$ cat src/rtl/riscv_pkg.sv
// Shared fetch-side types and constants: core width, boot PC, the fetch
// FSM state encoding and the {pc, inst} entry carried through the queues.
package riscv_pkg;

  localparam int              XLEN     = 32;
  localparam logic [XLEN-1:0] RESET_PC = 32'h0000_0000;
  localparam logic [31:0]     NOP      = 32'h0000_0013;

  typedef enum logic [1:0] {
    S_BOOT  = 2'd0,
    S_RUN   = 2'd1,
    S_FLUSH = 2'd2
  } fetch_state_t;

  typedef struct packed {
    logic [XLEN-1:0] pc;
    logic [31:0]     inst;
  } fetch_entry_t;

  function automatic logic [XLEN-1:0] pc_plus4(input logic [XLEN-1:0] pc);
    return pc + XLEN'(4);
  endfunction

endpackage

$ cat src/rtl/fetch_fifo.sv
// Synchronous FIFO of fetch entries with a clear that wins over push/pop.
// Used both as the instruction buffer and as the in-flight PC queue.
module fetch_fifo
  import riscv_pkg::*;
#(
  parameter  int DEPTH = 2,
  localparam int AW    = (DEPTH > 1) ? $clog2(DEPTH) : 1
) (
  input  logic         clk,
  input  logic         rst_n,
  input  logic         i_push,
  input  fetch_entry_t i_data,
  input  logic         i_pop,
  input  logic         i_clear,
  output fetch_entry_t o_data,
  output logic         o_full,
  output logic         o_empty,
  output logic [AW:0]  o_count
);

  fetch_entry_t r_mem [DEPTH];
  logic [AW-1:0] r_wptr;
  logic [AW-1:0] r_rptr;
  logic [AW:0]   r_count;
  logic          w_do_push;
  logic          w_do_pop;

  assign o_full    = (r_count == (AW+1)'(DEPTH));
  assign o_empty   = (r_count == '0);
  assign o_count   = r_count;
  assign o_data    = r_mem[r_rptr];
  assign w_do_push = i_push && !o_full;
  assign w_do_pop  = i_pop && !o_empty;

  always_ff @(posedge clk or negedge rst_n) begin
    if (!rst_n) begin
      r_wptr  <= '0;
      r_rptr  <= '0;
      r_count <= '0;
      for (int i = 0; i < DEPTH; i++) begin
        r_mem[i] <= '0;
      end
    end else if (i_clear) begin
      r_wptr  <= '0;
      r_rptr  <= '0;
      r_count <= '0;
    end else begin
      if (w_do_push) begin
        r_mem[r_wptr] <= i_data;
        r_wptr        <= r_wptr + AW'(1);
      end
      if (w_do_pop) begin
        r_rptr <= r_rptr + AW'(1);
      end
      r_count <= r_count + (AW+1)'(w_do_push) - (AW+1)'(w_do_pop);
    end
  end

  // The owner's credit scheme must make this unreachable.
  a_no_overflow: assert property (@(posedge clk) disable iff (!rst_n)
    !(i_push && o_full && !i_clear));

endmodule

$ cat src/rtl/fetch_unit.sv
// Instruction fetch stage: owns the PC, issues in-order memory requests and
// buffers returned words for decode. Optional FETCH_MISALIGN_TRAP_EN adds fetch_misaligned.
module fetch_unit #(
  parameter int              XLEN     = riscv_pkg::XLEN,
  parameter logic [XLEN-1:0] RESET_PC = riscv_pkg::RESET_PC,
  parameter int              DEPTH    = 2
) (
  input  logic                  clk,
  input  logic                  rst_n,
  output logic                  imem_req_valid,
  input  logic                  imem_req_ready,
  output logic [XLEN-1:0]       imem_req_addr,
  input  logic                  imem_rsp_valid,
  input  logic [31:0]           imem_rsp_data,
  input  logic                  redirect_valid,
  input  logic [XLEN-1:0]       redirect_pc,
  output logic                  inst_valid,
  input  logic                  inst_ready,
  output logic [31:0]           inst,
  output logic [XLEN-1:0]       inst_pc,
  output logic [XLEN-1:0]       inst_pc_plus4,
  output logic [1:0]            dbg_state,
  output logic [$clog2(DEPTH):0] dbg_kill_cnt
`ifdef FETCH_MISALIGN_TRAP_EN
  ,
  output logic                  fetch_misaligned
`endif
);
  import riscv_pkg::*;

  // Handshakes: a transfer happens on a cycle where valid && ready at the
  // rising edge; valid never depends on ready, and payload is stable while
  // valid is held without ready.
  localparam int CW = $clog2(DEPTH) + 1;

  fetch_state_t    r_state;
  logic [XLEN-1:0] r_pc;
  logic [CW-1:0]   r_kill_cnt;
  logic            r_misaligned;

  fetch_entry_t    w_inflight_in;
  fetch_entry_t    w_inflight_head;
  fetch_entry_t    w_buf_in;
  fetch_entry_t    w_buf_head;
  logic            w_inflight_full;
  logic            w_inflight_empty;
  logic            w_buf_full;
  logic            w_buf_empty;
  logic [CW-1:0]   w_out_cnt;
  logic [CW-1:0]   w_buf_cnt;
  logic [CW:0]     w_credit_used;
  logic            w_req_valid;
  logic            w_req_fire;
  logic            w_rsp_live;
  logic            w_buf_push;
  logic            w_inst_valid;
  logic            w_inst_fire;
  logic [CW-1:0]   w_kill_run;
  logic [CW-1:0]   w_kill_flush;
  logic [XLEN-1:0] w_redirect_target;
  logic            w_redirect_bad;
  logic            w_unused_bits;

`ifdef FETCH_MISALIGN_TRAP_EN
  assign w_redirect_target = redirect_pc;
  assign w_redirect_bad    = |redirect_pc[1:0];
  assign fetch_misaligned  = r_misaligned;
`else
  assign w_redirect_target = {redirect_pc[XLEN-1:2], 2'b00};
  assign w_redirect_bad    = 1'b0;
`endif

  assign w_inst_valid = !w_buf_empty && !redirect_valid;
  assign w_inst_fire  = w_inst_valid && inst_ready;

  // A slot being drained by decode this cycle is already free for a new request,
  // which is what lets a 1-cycle memory sustain one instruction per cycle.
  assign w_credit_used = {1'b0, w_out_cnt} + {1'b0, w_buf_cnt} - (CW+1)'(w_inst_fire);
  assign w_req_valid   = (r_state == S_RUN) && !redirect_valid && !r_misaligned &&
                         (w_credit_used < (CW+1)'(DEPTH));
  assign w_req_fire    = w_req_valid && imem_req_ready;

  // Responses with no matching request (left over from before reset) are dropped.
  assign w_rsp_live   = imem_rsp_valid && !w_inflight_empty;
  assign w_buf_push   = (r_state == S_RUN) && w_rsp_live && !redirect_valid;
  assign w_kill_run   = w_out_cnt - CW'(w_rsp_live);
  assign w_kill_flush = r_kill_cnt - CW'(imem_rsp_valid && (r_kill_cnt != '0));

  assign w_inflight_in = '{pc: r_pc, inst: NOP};
  assign w_buf_in      = '{pc: w_inflight_head.pc, inst: imem_rsp_data};

  fetch_fifo #(.DEPTH(DEPTH)) u_inflight (
    .clk     (clk),
    .rst_n   (rst_n),
    .i_push  (w_req_fire),
    .i_data  (w_inflight_in),
    .i_pop   (w_rsp_live),
    .i_clear (redirect_valid),
    .o_data  (w_inflight_head),
    .o_full  (w_inflight_full),
    .o_empty (w_inflight_empty),
    .o_count (w_out_cnt)
  );

  fetch_fifo #(.DEPTH(DEPTH)) u_buf (
    .clk     (clk),
    .rst_n   (rst_n),
    .i_push  (w_buf_push),
    .i_data  (w_buf_in),
    .i_pop   (w_inst_fire),
    .i_clear (redirect_valid),
    .o_data  (w_buf_head),
    .o_full  (w_buf_full),
    .o_empty (w_buf_empty),
    .o_count (w_buf_cnt)
  );

  always_ff @(posedge clk or negedge rst_n) begin
    if (!rst_n) begin
      r_state      <= S_BOOT;
      r_pc         <= RESET_PC;
      r_kill_cnt   <= '0;
      r_misaligned <= 1'b0;
    end else begin
      if (redirect_valid) begin
        r_pc         <= w_redirect_target;
        r_misaligned <= w_redirect_bad;
      end else if (w_req_fire) begin
        r_pc <= r_pc + XLEN'(4);
      end
      case (r_state)
        S_BOOT: begin
          r_state <= S_RUN;
        end
        S_RUN: begin
          if (redirect_valid) begin
            r_kill_cnt <= w_kill_run;
            r_state    <= (w_kill_run != '0) ? S_FLUSH : S_RUN;
          end
        end
        S_FLUSH: begin
          r_kill_cnt <= w_kill_flush;
          if (w_kill_flush == '0) begin
            r_state <= S_RUN;
          end
        end
        default: begin
          r_state <= S_BOOT;
        end
      endcase
    end
  end

  assign imem_req_valid = w_req_valid;
  assign imem_req_addr  = r_pc;
  assign inst_valid     = w_inst_valid;
  assign inst           = w_buf_empty ? 32'h0 : w_buf_head.inst;
  assign inst_pc        = w_buf_empty ? '0 : w_buf_head.pc;
  assign inst_pc_plus4  = w_buf_empty ? '0 : pc_plus4(w_buf_head.pc);
  assign dbg_state      = r_state;
  assign dbg_kill_cnt   = r_kill_cnt;

  assign w_unused_bits = ^{w_inflight_head.inst, w_inflight_full, w_buf_full, redirect_pc[1:0]};

endmodule

$ cat config.mk
export PLATFORM = sky130hd
export DESIGN_NAME = fetch_unit
export DESIGN_NICKNAME = d
export VERILOG_FILES = /design/src/rtl/riscv_pkg.sv /design/src/rtl/fetch_fifo.sv /design/src/rtl/fetch_unit.sv
export SDC_FILE = /design/constraint.sdc
export NUM_CORES = 1
export LEC_CHECK = 0
export ABC_AREA = 1
export CORE_UTILIZATION = 40
export DETAILED_ROUTE_END_ITERATION = 10
export DONT_BUFFER_PORTS = 1
export SYNTH_ARGS = -nofsm -noshare
export SYNTH_HDL_FRONTEND = slang
export SYNTH_SLANG_ARGS = --single-unit
$ cat constraint.sdc
create_clock -name clk -period 3.7 [get_ports clk]
set_clock_uncertainty 0.1 [all_clocks]
set_input_delay 0.37 -clock clk [delete_from_list [all_inputs] [get_ports clk]]
set_output_delay 0.37 -clock clk [all_outputs]
set_load 0.01 [all_outputs]
==> impl_metrics.tcl <==
set metrics [dict create \
    outcome "finished, violations left" \
    violations "negative hold slack" \
    path_max_fanout 34 \
    clk_pin_slew_worst_paths_ns 0.06 \
    holdBufCountCts 65 \
    gr-total-overflow 0 \
    cts_sinks 226 \
    num_rows 63 \
    hold_violations 226 \
    cap_violations 0 \
    antennaDiodeCount 0 \
    synth.avg_cell_area_um2 7.136 \
    synth_top_family_by_area "simple AND/OR/NAND/NOR gates" \
    end_kind "flip-flop" \
    worstPathCellList "nor2_4, nor2_1, nand2_1, inv_1, ha_1, or2_2, fa_1, nand3_1, nor2_4, nand2_4, a21oi_4, nand2_4, buf_4, nand2_1, o21ai_1" \
    max_stage_delay_ns 0.49 \
    dp_hpwl_um 21050 \
    final_cell_mix "nand2_1, dfrtp_1, inv_1, nor2_1, o21ai_0" \
    worstPathArrival_ns 3.76 \
    final_common_cell "nand2_1" \
    synthAdderAreaFrac_pct 1.193 \
    ir_worst_vdd_uv 444.9 \
    finalSetupViolCount 0 \
    total_power_mw 9.306 \
    yosys_warnings 0 \
    die_area_mm2 0.03112 \
    power.leakage_nw 7.058 \
    crit_path_start "u_buf.o_count[1]" \
    cts_made_buffers 26 \
    synth_xor_area_share_pct 1.512 \
    coreArea_mm2 0.02980 \
    drt-total-wl_um 32090 \
    dr_wl_met3_um 1849 \
    crit_slowest_cell "fa_1" \
    worstHoldPathType "in -> async" \
    nNetsFinal 1822 \
    dieWidth_um 176.4 \
    drv_slew 0 \
    root_buffer "clkbuf_16" \
    required_ns 4.00 \
    gr-usage-all-layers_pct 20.69 \
    htreeDepth 1 \
    start_util_pct 40.83 \
    synthFlopType "dfrtp_1" \
    drt-vias-per-instance 4.910 \
    grt_pass1_wl_um 52090 \
    holdWs_ns -0.5520 \
    muxShareOfSynthArea_pct 0 \
    ys_seq_area_share_pct 46.48 \
    vias 10560 \
    min_period_ns 3.456 \
    rsz0062_at_grt "yes" \
    start_kind "flip-flop" \
    cts_buffer_depth 3 \
    drt-met1-wl_um 15700 \
    drt.antenna.violating_nets 0 \
    area_delta_synth_final_pct 14.61 \
    path_class "reg -> reg" \
    synthDistinctLibCells 35 \
    topRoutingLayerUsed "met4" \
    synth_area_leader_cell "dfrtp_1" \
    grt_pass1_vias 10020 \
    first_iter_violations 714 \
    maxSlewHeadroom_pct 31.90 \
    synth_top_area_share_pct 46.48 \
    synth-simple-area-share_pct 32.11 \
    period_share_pct 93.42 \
    fill_cells 3029 \
    post_drt_wl_per_cell_um 14.92 \
    antenna_found_initial 0 \
    worst_pin_slew_ns 1.020 \
    utilization_pct 46.80 \
    worstSkewPairLatency_ns 0.53 \
    final_layout_size_suffix_gt1_share_pct 6.076 \
    synth_compound_area_share_pct 9.759 \
    port-buffer-count 0 \
    drc 0 \
    fp.dieH_um 176.4 \
    dr.pass1.iters 6 \
    cts_tree "done" \
    async_flop_share_pct 100.0 \
    place.gp.congestion 0.8895 \
    syn-cell-area_mm2 0.01217 \
    max_freq_mhz 289.3 \
    synth_edf_count 0 \
    wl_met2_um 14110 \
    r2r-start "u_buf.o_count[1]" \
    yosys_register_bits 226 \
    power_density_mw_per_mm2 667.4 \
    pin_count 204 \
    synthCells 1705 \
    synthTopCellsByArea "dfrtp_1, nand2_1, inv_1" \
    grt_max_degree 227 \
]
worst max-delay path, delay by kind of cell, from the launching register on:
family	cells	cell delay (ns)
buffers and inverters	2	0.34
adder cells (fa/ha/maj)	2	0.75
AO/OA/AOI/OAI	2	0.32
flip-flops	1	0.45
AND/OR/NAND/NOR	9	1.37
layer usage:
metal,vias up,track usage [%]
met4,0,4.203
met5,-,0
met3,29,3.704
met2,263,32.46
met1,4926,29.84
li1,5343,-
layout make-up:
class	count	area, µm²	area share [%]
clock buffers	37	763.2	5.473
repair buffers	85	810.8	5.814
well taps	390	488.0	3.499
inverters	166	629.4	4.513
flip-flops and latches	226	5657	40.57
clock inverters	11	143.9	1.032
multi-input cells	1236	5453	39.10
state kept, by name (all words and copies together), names as in the netlist, 2 cells and up:
register,cells
u_buf.r_mem,124
u_inflight.r_mem,60
imem_req_addr,30
dbg_kill_cnt,2
dbg_state,2
u_buf.o_count,2
u_inflight.o_count,2
metrics by stage:
stage               setup slack (ns)  setup TNS, ns  hold WS (ns)  area, µm²  std cells
CTS                           0.1978              0       -0.5782      13940       2151
global route                -0.05964        -0.4664       -0.5723      13940       2151
detailed placement            0.2176              0      -0.01727      12370       2038
global placement              0.3190              0      -0.01349      12370       2038
finish                        0.2435              0       -0.5520      13940       2151
floorplan                     0.2925              0      -0.02559      12190       1710
power by group:
| group | switching (mW) | internal (mW) |
|---|---|---|
| sequential | 0.621 | 3.26 |
| combinational | 1.83 | 0.905 |
| clock | 1.04 | 1.65 |
cell families (layout without fill, tap and decap cells):
family          Yosys count  after routing
other cells               1              6
buf+inv                 248            299
simple gates            977            977
flops                   226            226
xor+xnor                 21             21
fa+ha+maj                11             11
compound gates          221            221
cells in the mapped netlist (2+ instances only):
cell type / count
o211ai_1: 18
nor2_2: 15
o21ai_1: 64
nand2_1: 771
inv_1: 156
ha_1: 10
nor3_1: 11
xor2_1: 15
xnor2_1: 6
clkinv_2: 3
buf_6: 10
nand3_1: 67
inv_2: 4
o21ai_0: 83
buf_1: 2
a21oi_4: 2
a21oi_1: 49
nand4_1: 7
buf_2: 30
buf_4: 10
o21ai_2: 2
nand2_4: 4
nor2_4: 5
nand2_2: 5
clkinv_1: 3
clkbuf_1: 30
dfrtp_1: 226
nor2_1: 90
path summary, 6_finish.rpt:
| check | endpoint | slack, ns | cells past startpoint |
|---|---|---|---|
| min | dbg_state[1] | -0.55 | 0 |
| min reg2reg | u_buf.r_mem[127] | 0.37 | 2 |
| max | u_inflight.r_mem[112] | 0.24 | 15 |
| min in group clk | u_buf.r_rptr | 0.06 | 2 |
| max reg2reg | u_inflight.r_mem[112] | 0.24 | 15 |
| max in group asynchronous | u_inflight.r_mem[114] | 3.40 | 0 |
repair_timing:
action / 4_1_cts / 5_1_grt
endpoints found under the hold margin: 324 / 226
buffers inserted: 0 / 0
resized for setup: 0 / 2
setup endpoints to repair: 0 / 31
(Power assumes the default switching activity.)
